## config.mk

```make
export PLATFORM = sky130hd
export DESIGN_NAME = youssefland_button_scheduler_flat
export DESIGN_NICKNAME = d
export VERILOG_FILES = /design/src/rtl/youssefland_button_pkg.sv /design/src/rtl/youssefland_button_scheduler_if.sv /design/src/rtl/youssefland_rr_arbiter.sv /design/src/rtl/youssefland_button_scheduler.sv /design/src/flat_wrapper.sv
export SDC_FILE = /design/constraint.sdc
export NUM_CORES = 1
export LEC_CHECK = 0
export CAP_MARGIN = 15
export CORE_ASPECT_RATIO = 0.75
export CORE_MARGIN = 2
export CORE_UTILIZATION = 39
export DETAILED_ROUTE_END_ITERATION = 16
export SLEW_MARGIN = 30
export SYNTH_ARGS = -nofsm -noshare
export SYNTH_HDL_FRONTEND = slang
export SYNTH_SLANG_ARGS = --single-unit
```

## constraint.sdc

```tcl
create_clock -name clk -period 2.3 [get_ports clk]
set_clock_uncertainty 0.2 [all_clocks]
set_input_delay 0.575 -clock clk [delete_from_list [all_inputs] [get_ports clk]]
set_output_delay 0.575 -clock clk [all_outputs]
set_load 0.02 [all_outputs]
```

## src/rtl/youssefland_button_pkg.sv

```systemverilog
// Shared types and helpers for the button scheduler slice.
package youssefland_button_pkg;

    // Scheduler FSM states; encoding 3 is illegal and recovers to IDLE.
    typedef enum logic [1:0] {
        IDLE    = 2'd0,
        GRANT   = 2'd1,
        LOCKOUT = 2'd2
    } state_t;

    // Ceiling log2, bounded loop so it stays a legal constant function.
    function automatic int unsigned clog2(input int unsigned value);
        int unsigned result;
        result = 0;
        for (int unsigned w = 0; w < 32; w++) begin
            if ((64'd1 << w) < 64'(value)) begin
                result = w + 1;
            end
        end
        return result;
    endfunction

endpackage

```

## src/rtl/youssefland_button_scheduler_if.sv

```systemverilog
// Valid/ready event port carrying the granted button index.
interface youssefland_button_scheduler_if #(
    parameter int unsigned IDX_W = 2
);
    logic             evt_valid;
    logic             evt_ready;
    logic [IDX_W-1:0] evt_idx;

    modport master (output evt_valid, output evt_idx, input evt_ready);
    modport slave  (input evt_valid, input evt_idx, output evt_ready);
endinterface

```

## src/rtl/youssefland_rr_arbiter.sv

```systemverilog
// Combinational winner selection over pending button requests.
// YOUSSEFLAND_FIXED_PRIORITY_EN: lowest set index always wins, last_grant ignored.
// Default: round-robin search starting one past last_grant, wrapping.
module youssefland_rr_arbiter #(
    parameter int unsigned NUM_BUTTONS = 4,
    parameter int unsigned IDX_W       = 2
) (
    input  logic [NUM_BUTTONS-1:0] pending,
    input  logic [IDX_W-1:0]       last_grant,
    output logic [IDX_W-1:0]       winner,
    output logic                   any_req
);

    assign any_req = |pending;

`ifdef YOUSSEFLAND_FIXED_PRIORITY_EN
    logic unused_last_grant;
    assign unused_last_grant = ^last_grant;

    // Descending scan so the lowest set index is the final assignment.
    always_comb begin
        winner = '0;
        for (int i = int'(NUM_BUTTONS) - 1; i >= 0; i--) begin
            if (pending[IDX_W'(i)]) begin
                winner = IDX_W'(i);
            end
        end
    end
`else
    logic             found;
    logic [IDX_W-1:0] cand;

    // First set bit after last_grant, modulo NUM_BUTTONS.
    always_comb begin
        winner = '0;
        found  = 1'b0;
        cand   = '0;
        for (int unsigned off = 1; off <= NUM_BUTTONS; off++) begin
            cand = IDX_W'((32'(last_grant) + off) % NUM_BUTTONS);
            if (!found && pending[cand]) begin
                found  = 1'b1;
                winner = cand;
            end
        end
    end
`endif

endmodule

```

## src/rtl/youssefland_button_scheduler.sv

```systemverilog
// Shared-lockout button scheduler: synchronizes raw buttons, latches rising
// edges as pending requests, grants one at a time on a valid/ready port and
// then holds a COUNT_VALUE-cycle lockout before the next grant.
// Optional build macro: YOUSSEFLAND_FIXED_PRIORITY_EN (see arbiter).
module youssefland_button_scheduler
    import youssefland_button_pkg::*;
#(
    parameter int unsigned CLK_FREQUENCY = 10_000_000,
    parameter int unsigned DEBOUNCE_HZ   = 2,
    parameter int unsigned NUM_BUTTONS   = 4,
    parameter int unsigned IDX_W         = 2
) (
    input  logic                          clk,
    input  logic                          reset_n,
    input  logic [NUM_BUTTONS-1:0]        buttons,
    youssefland_button_scheduler_if.master evt,
    output logic [NUM_BUTTONS-1:0]        pending,
    output logic                          busy
);

    localparam int unsigned COUNT_VALUE = CLK_FREQUENCY / DEBOUNCE_HZ;
    localparam int unsigned CNT_W       = clog2(COUNT_VALUE);

    if (COUNT_VALUE < 2) begin : g_bad_count
        $error("COUNT_VALUE must be at least 2");
    end
    if (NUM_BUTTONS < 2) begin : g_bad_buttons
        $error("NUM_BUTTONS must be at least 2");
    end
    if (IDX_W != clog2(NUM_BUTTONS)) begin : g_bad_idx_w
        $error("IDX_W must equal clog2(NUM_BUTTONS)");
    end

    logic [NUM_BUTTONS-1:0] s1, s2, s3, edges;
    logic [NUM_BUTTONS-1:0] pending_next, grant_clear, lock_mask;
    state_t                 state, state_next;
    logic [CNT_W-1:0]       count, count_next;
    logic                   evt_valid_r, valid_next;
    logic [IDX_W-1:0]       evt_idx_r, idx_next;
    logic [IDX_W-1:0]       last_grant, last_next;
    logic [IDX_W-1:0]       winner;
    logic                   any_req;

    youssefland_rr_arbiter #(
        .NUM_BUTTONS (NUM_BUTTONS),
        .IDX_W       (IDX_W)
    ) u_arb (
        .pending    (pending),
        .last_grant (last_grant),
        .winner     (winner),
        .any_req    (any_req)
    );

    // Two-flop synchronizer plus delay flop for rising-edge detection.
    always_ff @(posedge clk or negedge reset_n) begin
        if (!reset_n) begin
            s1 <= '0;
            s2 <= '0;
            s3 <= '0;
        end else begin
            s1 <= buttons;
            s2 <= s1;
            s3 <= s2;
        end
    end

    assign edges = s2 & ~s3;

    // State and registered-output register.
    always_ff @(posedge clk or negedge reset_n) begin
        if (!reset_n) begin
            state       <= IDLE;
            count       <= '0;
            evt_valid_r <= 1'b0;
            evt_idx_r   <= '0;
            last_grant  <= IDX_W'(NUM_BUTTONS - 1);
            pending     <= '0;
        end else begin
            state       <= state_next;
            count       <= count_next;
            evt_valid_r <= valid_next;
            evt_idx_r   <= idx_next;
            last_grant  <= last_next;
            pending     <= pending_next;
        end
    end

    // Next-state, grant, lockout mask and pending update.
    always_comb begin
        state_next  = state;
        count_next  = count;
        valid_next  = evt_valid_r;
        idx_next    = evt_idx_r;
        last_next   = last_grant;
        grant_clear = '0;
        lock_mask   = '0;
        case (state)
            IDLE: begin
                if (any_req) begin
                    idx_next    = winner;
                    last_next   = winner;
                    grant_clear = NUM_BUTTONS'(1) << winner;
                    valid_next  = 1'b1;
                    state_next  = GRANT;
                end
            end
            GRANT: begin
                if (evt_valid_r && evt.evt_ready) begin
                    valid_next = 1'b0;
                    count_next = '0;
                    state_next = LOCKOUT;
                end
            end
            LOCKOUT: begin
                lock_mask = NUM_BUTTONS'(1) << evt_idx_r;
                if (count == CNT_W'(COUNT_VALUE - 1)) begin
                    state_next = IDLE;
                end else begin
                    count_next = count + CNT_W'(1);
                end
            end
            default: begin
                state_next = IDLE;
                valid_next = 1'b0;
            end
        endcase
        // A grant clear beats a same-cycle edge on that bit.
        pending_next = (pending | (edges & ~lock_mask)) & ~grant_clear;
    end

    assign evt.evt_valid = evt_valid_r;
    assign evt.evt_idx   = evt_idx_r;
    assign busy          = (state != IDLE);

endmodule

```

## src/flat_wrapper.sv

```systemverilog
// flat-port wrapper written by rule: the top's interface ports become plain ports
module youssefland_button_scheduler_flat import youssefland_button_pkg::*;
#(
    parameter int unsigned CLK_FREQUENCY = 10_000_000,
    parameter int unsigned DEBOUNCE_HZ   = 2,
    parameter int unsigned NUM_BUTTONS   = 4,
    parameter int unsigned IDX_W         = 2
)
  (clk, reset_n, buttons, pending, busy, evt_evt_valid, evt_evt_idx, evt_evt_ready);
  youssefland_button_scheduler_if #(.IDX_W(IDX_W)) evt_i ();
  input  logic clk;
  input  logic reset_n;
  input  logic [NUM_BUTTONS-1:0] buttons;
  output logic [NUM_BUTTONS-1:0] pending;
  output logic busy;
  output wire logic [$bits(evt_i.evt_valid)-1:0] evt_evt_valid;
  output wire logic [$bits(evt_i.evt_idx)-1:0] evt_evt_idx;
  input wire logic [$bits(evt_i.evt_ready)-1:0] evt_evt_ready;
  assign evt_evt_valid = evt_i.evt_valid;
  assign evt_evt_idx = evt_i.evt_idx;
  assign evt_i.evt_ready = evt_evt_ready;
  youssefland_button_scheduler #(.CLK_FREQUENCY(CLK_FREQUENCY), .DEBOUNCE_HZ(DEBOUNCE_HZ), .NUM_BUTTONS(NUM_BUTTONS), .IDX_W(IDX_W)) u_core (.clk(clk), .reset_n(reset_n), .buttons(buttons), .evt(evt_i), .pending(pending), .busy(busy));
endmodule
```

==> results of run 1 <==
[power groups by stage]
stage / clock network [W] / registers (W) / logic, W
2_1_floorplan: 0 / 0.00118 / 0.000478
3_3_place_gp: 0 / 0.00116 / 0.000852
3_5_place_dp: 0 / 0.00116 / 0.000859
4_1_cts: 0.000535 / 0.00114 / 0.000851
5_1_grt: 0.000570 / 0.00117 / 0.000942
6_report: 0.000517 / 0.00114 / 0.000850
[flip-flops by register name (all words and copies together) (netlist names)]
name                  flops
u_core.count             23
u_core.evt.evt_valid      1
u_core.s3                 4
u_core.pending            4
u_core.s2                 4
u_core.last_grant         2
u_core.evt.evt_idx        2
u_core.s1                 4
u_core.state              2
[metrics by stage]
stage	hold slack (ps)	utilization [%]	cells	power [W]	cell area (um^2)
floorplan	79.4	-	202	0.00166	2180
global placement	132	45.9	294	0.00201	2460
detailed placement	136	45.9	294	0.00201	2460
CTS	40.6	47.6	302	0.00253	2550
global route	44.4	47.6	302	0.00268	2550
finish	38.6	47.6	302	0.00251	2550
[kinds of logic (layout without fill, tap and decap cells)]
group / after synthesis / count (layout) / synth area share, %
AND/OR/NAND/NOR: 92 / 92 / 26.6
buffers and inverters: 11 / 36 / 1.90
flip-flops: 46 / 46 / 53.0
adder cells (fa/ha/maj): 1 / 1 / 0.575
AO/OA/AOI/OAI: 37 / 37 / 11.8
XOR/XNOR: 13 / 13 / 5.23
multiplexers: 2 / 2 / 0.920
[metal layers]
metal | vias to the layer above | global-route usage [%] | wire (um)
li1 | 777 | - | -
met1 | 764 | 25.3 | 2440
met2 | 30 | 20.1 | 1680
met3 | 4 | 3.70 | 189
met4 | 0 | 4.62 | 36
met5 | - | 0 | 0
[worst min path at each step]
stage / startpoint / end / slack, ps / cells after the start
final: reset_n / u_core.count[20] / 40 / 2
after global routing: reset_n / u_core.count[15] / 40 / 2
after CTS: reset_n / u_core.pending[2] / 40 / 2
after detailed placement: u_core.s1[1] / u_core.s2[1] / 140 / 0
after global placement: u_core.s1[2] / u_core.s2[2] / 130 / 0
after floorplan: reset_n / u_core.count[0] / 80 / 0
[cell usage in the layout (no fill, tap or decap), types with 2 or more instances in the layout]
master / netlist / layout
a31oi_1: 4 / 4
clkbuf_8: 0 / 5
dfrtp_1: 44 / 44
nand4_4: 2 / 2
a21oi_1: 10 / 10
nor3_1: 6 / 6
buf_4: 0 / 5
dfstp_2: 2 / 2
or2_2: 2 / 2
nand2_1: 17 / 17
o211ai_1: 5 / 5
nand3_1: 12 / 12
nand2_2: 2 / 2
o21ai_0: 5 / 5
o31ai_1: 4 / 4
a21o_1: 3 / 3
mux2i_1: 2 / 2
xnor2_1: 5 / 5
or3_1: 3 / 3
xor2_1: 8 / 8
inv_1: 8 / 8
nor2_1: 19 / 19
clkdlybuf4s50_1: 0 / 12
nor4b_2: 2 / 2
or4_1: 2 / 2
nand4_1: 7 / 7
nand2b_1: 2 / 2
nor4_4: 2 / 2
[cell type report]
cell class / instances / area share, %
clock buffer: 5 / 2.70
clock inverter: 3 / 0.981
inverter: 8 / 1.18
multi-input combinational: 145 / 38.7
sequential: 46 / 45.2
tap: 75 / 3.68
timing repair buffer: 20 / 7.51
==> flow_metrics.py, run 1 <==
metrics = {
    "pwr": {
        "p_int_w": 0.00154,
        "seqPwrFrac_pct": 45.6,
        "p_clk_share_pct": 20.6,
        "comb_power_share_pct": 33.9,
        "powerDensity_nw_per_um2": 984,
        "p_sw_share_pct": 38.6,
        "netSwitchingPower_w": 0.000968,
        "p_leak_nw": 1.11,
        "peakVddDrop_mv": 0.377,
    },
    "critical_path": {
        "path_delay_family": "buffers and inverters",
        "r2r_setup_slack_ps": 310,
        "critPathMaxStageDelay_ps": 640,
        "cp_max_fo": 6,
        "ff2ff_path_depth": 5,
        "cp-startpoint": "u_core.pending[3]",
        "crit_chain": "clkdlybuf4s50_1",
        "slowest_stage": "clkdlybuf4s50_1",
        "end_kind": "output pin",
        "r2r-start": "u_core.count[13]",
        "critical_path_class": "reg2out",
        "critical_path_required_ps": 1520,
        "path_buf_inv": 1,
        "cp_num_cells": 1,
        "regToRegEndpoint": "u_core.count[5]",
        "crit_arrival_ps": 1390,
        "cp-endpoint": "pending[3]",
        "start_kind": "register",
    },
    "synth": {
        "yosys-top-cells-count": "dfrtp_1, nor2_1, nand2_1",
        "ys_types": 46,
        "synthMostInstantiatedCell": "dfrtp_1",
        "synthFlopType": "dfrtp_1",
        "syn_avg_cell_area_um2": 10.8,
        "yosys.area.top_type": "dfrtp_1",
        "synth-async-reset-ratio_pct": 100,
        "synth_nets": 210,
        "synth_edf_count": 0,
        "yosys.area.top_type_share_pct": 50.6,
        "yosys_register_bits": 46,
        "synth_cells": 202,
        "yosys_warnings": 0,
        "synth_top_cells_by_area": "dfrtp_1, nor2_1, xor2_1, nand2_1, nand3_1",
        "syn_area_um2": 2180,
        "seq_area_frac_synth_pct": 53.0,
    },
    "global_routing": {
        "track_usage_pct": 15.7,
        "grt_pass1_wl_um": 7430,
        "grt_pass1_vias": 1452,
        "grt_max_degree": 47,
        "grt_overflow_total": 0,
        "antenna_found_initial": 0,
    },
    "clock_tree": {
        "post-cts-setup-buffers": 0,
        "postCtsHoldBufs": 0,
        "cts_tree": "done",
        "cts_max_path_buffers": 2,
        "cts_made_buffers": 5,
        "clock-sinks": 46,
        "cts_resized": 1,
        "clk_pin_slew_ps": 90,
        "htreeDepth": 2,
        "clk_latency_ps": 300,
        "root_buffer": "clkbuf_8",
    },
    "place": {
        "portBuffers": 14,
        "pre_cts_slack_ps": 244,
        "dp_hpwl_um": 3090,
        "globalplace.congestion": 0.734,
    },
    "cells_and_area": {
        "seqCellArea_um2": 1150,
        "synthToLayoutAreaGrowth_pct": 17.1,
        "fillers": 509,
        "insertedDiodeCount": 0,
        "drive_gt1_share_pct": 15.9,
        "finalNetCount": 234,
        "multi_input_area_um2": 987,
    },
    "sta": {
        "rsz0062_at_grt": "no",
        "fmax_mhz": 461,
        "layout_min_cycle_time_ps": 2170,
        "final_hold_viol_count": 0,
        "period_share_pct": 94.2,
        "drv_slew": 0,
        "slew_headroom_pct": 72.5,
        "worst_pin_slew_ps": 409,
        "fin_setup_tns_ps": 0,
        "setup_ws_ps": 132,
        "final-setup-viol-count": 0,
    },
    "drt": {
        "dr.pass1.iters": 4,
        "antenna_left": 0,
        "drt_iter0_drc": 82,
        "routed_via_density": 5.22,
        "routed_wl_um": 4350,
        "remaining_drc_errors": 0,
        "vias": 1575,
        "post_drt_wl_per_cell_um": 14.4,
    },
    "floorplan": {
        "fp.dieW_um": 90.3,
        "chipHeight_um": 68.7,
        "initial_utilization_pct": 40.7,
        "rows": 23,
        "core-area_um2": 5350,
        "io_pins": 15,
        "design.die.area_um2": 6200,
    },
    "min_path": {
        "hp-class": "in2async",
    },
    "flow_run": {
        "drv_cap": 0,
    },
    "status": {
        "status": "complete, no violations",
    },
}
Power figures use the tool's default switching activity.
==> run 2: changes to the inputs <==
Settings changed: CAP_MARGIN 15 to 20, CORE_UTILIZATION 39 to 58, PLACE_DENSITY set to 0.79.
==> run 2 against run 1 <==
  * Worst hold slack improved by 9.9 ps
  * Design area decreased by 0.29%
  * Via count increased by 4.6%
  * Sequential share of layout area increased by 0.13 points
  * Cell count decreased by 8.6%
  * Non-clock buffer count decreased by 3
  * Register-to-register slack got worse by 110 ps
  * Fmax decreased by 2.6%
  * Die area decreased by 31%
  * Critical path type unchanged
  * Largest cell class unchanged
==> flow_metrics.py, run 2 (synthesized netlist as in run 1, its figures left out) <==
metrics = {
    "status": {
        "status": "complete, no violations",
    },
    "floorplan": {
        "core-area_um2": 3640,
        "rows": 19,
        "design.die.area_um2": 4260,
        "io_pins": 15,
        "initial_utilization_pct": 59.9,
        "chipHeight_um": 57.1,
        "fp.dieW_um": 74.7,
    },
    "cells_and_area": {
        "finalNetCount": 231,
        "synthToLayoutAreaGrowth_pct": 16.8,
        "fillers": 269,
        "fin_util_pct": 69.9,
        "regMostFlops": "u_core.count",
        "seqCellArea_um2": 1150,
        "final_common_cell": "dfrtp_1",
        "largest_register_ffs": 23,
        "mostFrequentLayoutCells": "dfrtp_1, nor2_1, nand2_1",
        "insertedDiodeCount": 0,
        "drive_gt1_share_pct": 14.3,
        "multi_input_area_um2": 982,
    },
    "critical_path": {
        "end_kind": "output pin",
        "crit_chain": "clkdlybuf4s50_1",
        "cp_max_fo": 6,
        "path_delay_family": "buffers and inverters",
        "critical_path_required_ps": 1520,
        "critical_path_class": "reg2out",
        "path_buf_inv": 1,
        "crit_arrival_ps": 1450,
        "start_kind": "register",
        "critPathMaxStageDelay_ps": 650,
        "r2r_setup_slack_ps": 200,
        "slowest_stage": "clkdlybuf4s50_1",
    },
    "global_routing": {
        "grt.met2_usage_pct": 35.9,
        "track_usage_pct": 25.8,
        "antenna_found_initial": 0,
        "grt_max_degree": 26,
        "grt_pass1_wl_um": 8110,
        "grt_busiest_layer": "met1",
        "use_met1_pct": 37.6,
        "grt_overflow_total": 0,
        "grtUsageMet3_pct": 7.07,
        "grt_pass1_vias": 1686,
    },
    "sta": {
        "layout_min_cycle_time_ps": 2220,
        "whs_ps": 48.5,
        "slew_headroom_pct": 63.3,
        "final-setup-viol-count": 0,
        "final_hold_viol_count": 0,
        "rsz0062_at_grt": "no",
        "drv_slew": 0,
        "fmax_mhz": 450,
        "period_share_pct": 96.7,
        "fin_setup_tns_ps": 0,
        "worst_pin_slew_ps": 550,
    },
    "drt": {
        "antenna_left": 0,
        "vias": 1648,
        "dr.pass1.iters": 4,
        "remaining_drc_errors": 0,
        "drt_iter0_drc": 115,
        "post_drt_wl_per_cell_um": 17.2,
        "routed_wl_um": 4750,
        "routed_via_density": 5.97,
    },
    "clock_tree": {
        "cts_tree": "done",
        "cts_made_buffers": 5,
        "clock-sinks": 46,
        "postCtsHoldBufs": 0,
        "htreeDepth": 2,
        "post-cts-setup-buffers": 0,
        "root_buffer": "clkbuf_8",
        "cts_max_path_buffers": 2,
        "clk_latency_ps": 310,
        "clk_pin_slew_ps": 90,
    },
    "place": {
        "portBuffers": 14,
        "globalplace.congestion": 0.815,
        "dp_hpwl_um": 3290,
    },
    "min_path": {
        "hp-class": "in2async",
    },
    "pwr": {
        "powerDensity_nw_per_um2": 1070,
        "p_leak_nw": 1.12,
        "power_w": 0.00273,
        "peakVddDrop_mv": 0.629,
    },
    "flow_run": {
        "drv_cap": 0,
    },
}
## run 2: final cells by class
class	count	share of cell area, %
inverter	8	1.18
tap	52	2.56
multi-input combinational	145	38.6
clock inverter	2	2.36
sequential	46	45.4
timing repair buffer	17	6.64
clock buffer	6	3.25
## run 2: power breakdown
| group | switching (W) | internal (W) | total, W |
|---|---|---|---|
| Sequential | 0.000188 | 0.000961 | 0.00115 |
| Clock | 0.000273 | 0.000463 | 0.000736 |
| Combinational | 0.000499 | 0.000348 | 0.000847 |
| Total | 0.000960 | 0.00177 | 0.00273 |
## run 2: through the flow
step / setup slack, ps / std cells / instance area (um^2)
after detailed placement: 183 / 268 / 2400
after floorplan: 458 / 202 / 2180
final: 75.5 / 276 / 2540
after global routing: 35.3 / 276 / 2540
after CTS: 76.6 / 276 / 2540
after global placement: 243 / 268 / 2400
## run 2: path summary, 6_finish.rpt
kind                              startpoint          endpoint  cells past startpoint
max reg2reg                  u_core.count[0]  u_core.count[12]                      6
min                                  reset_n  u_core.count[12]                      1
max                        u_core.pending[1]        pending[1]                      1
min in group clk                u_core.s1[0]      u_core.s2[0]                      0
max in group asynchronous            reset_n      u_core.s2[2]                      2
min reg2reg                     u_core.s1[0]      u_core.s2[0]                      0
## run 2: per-layer routing
layer	vias up	routed length [um]	share of wire (%)
met5	-	0	0
met4	0	156	3.3
met3	17	234	4.9
met2	52	2190	46
met1	806	2170	46
li1	773	-	-
## run 2: what timing repair did
action | in CTS | in global routing
resized for setup | 1 | 0
hold endpoints to repair | 0 | 0
endpoints found under the setup margin | 1 | 0
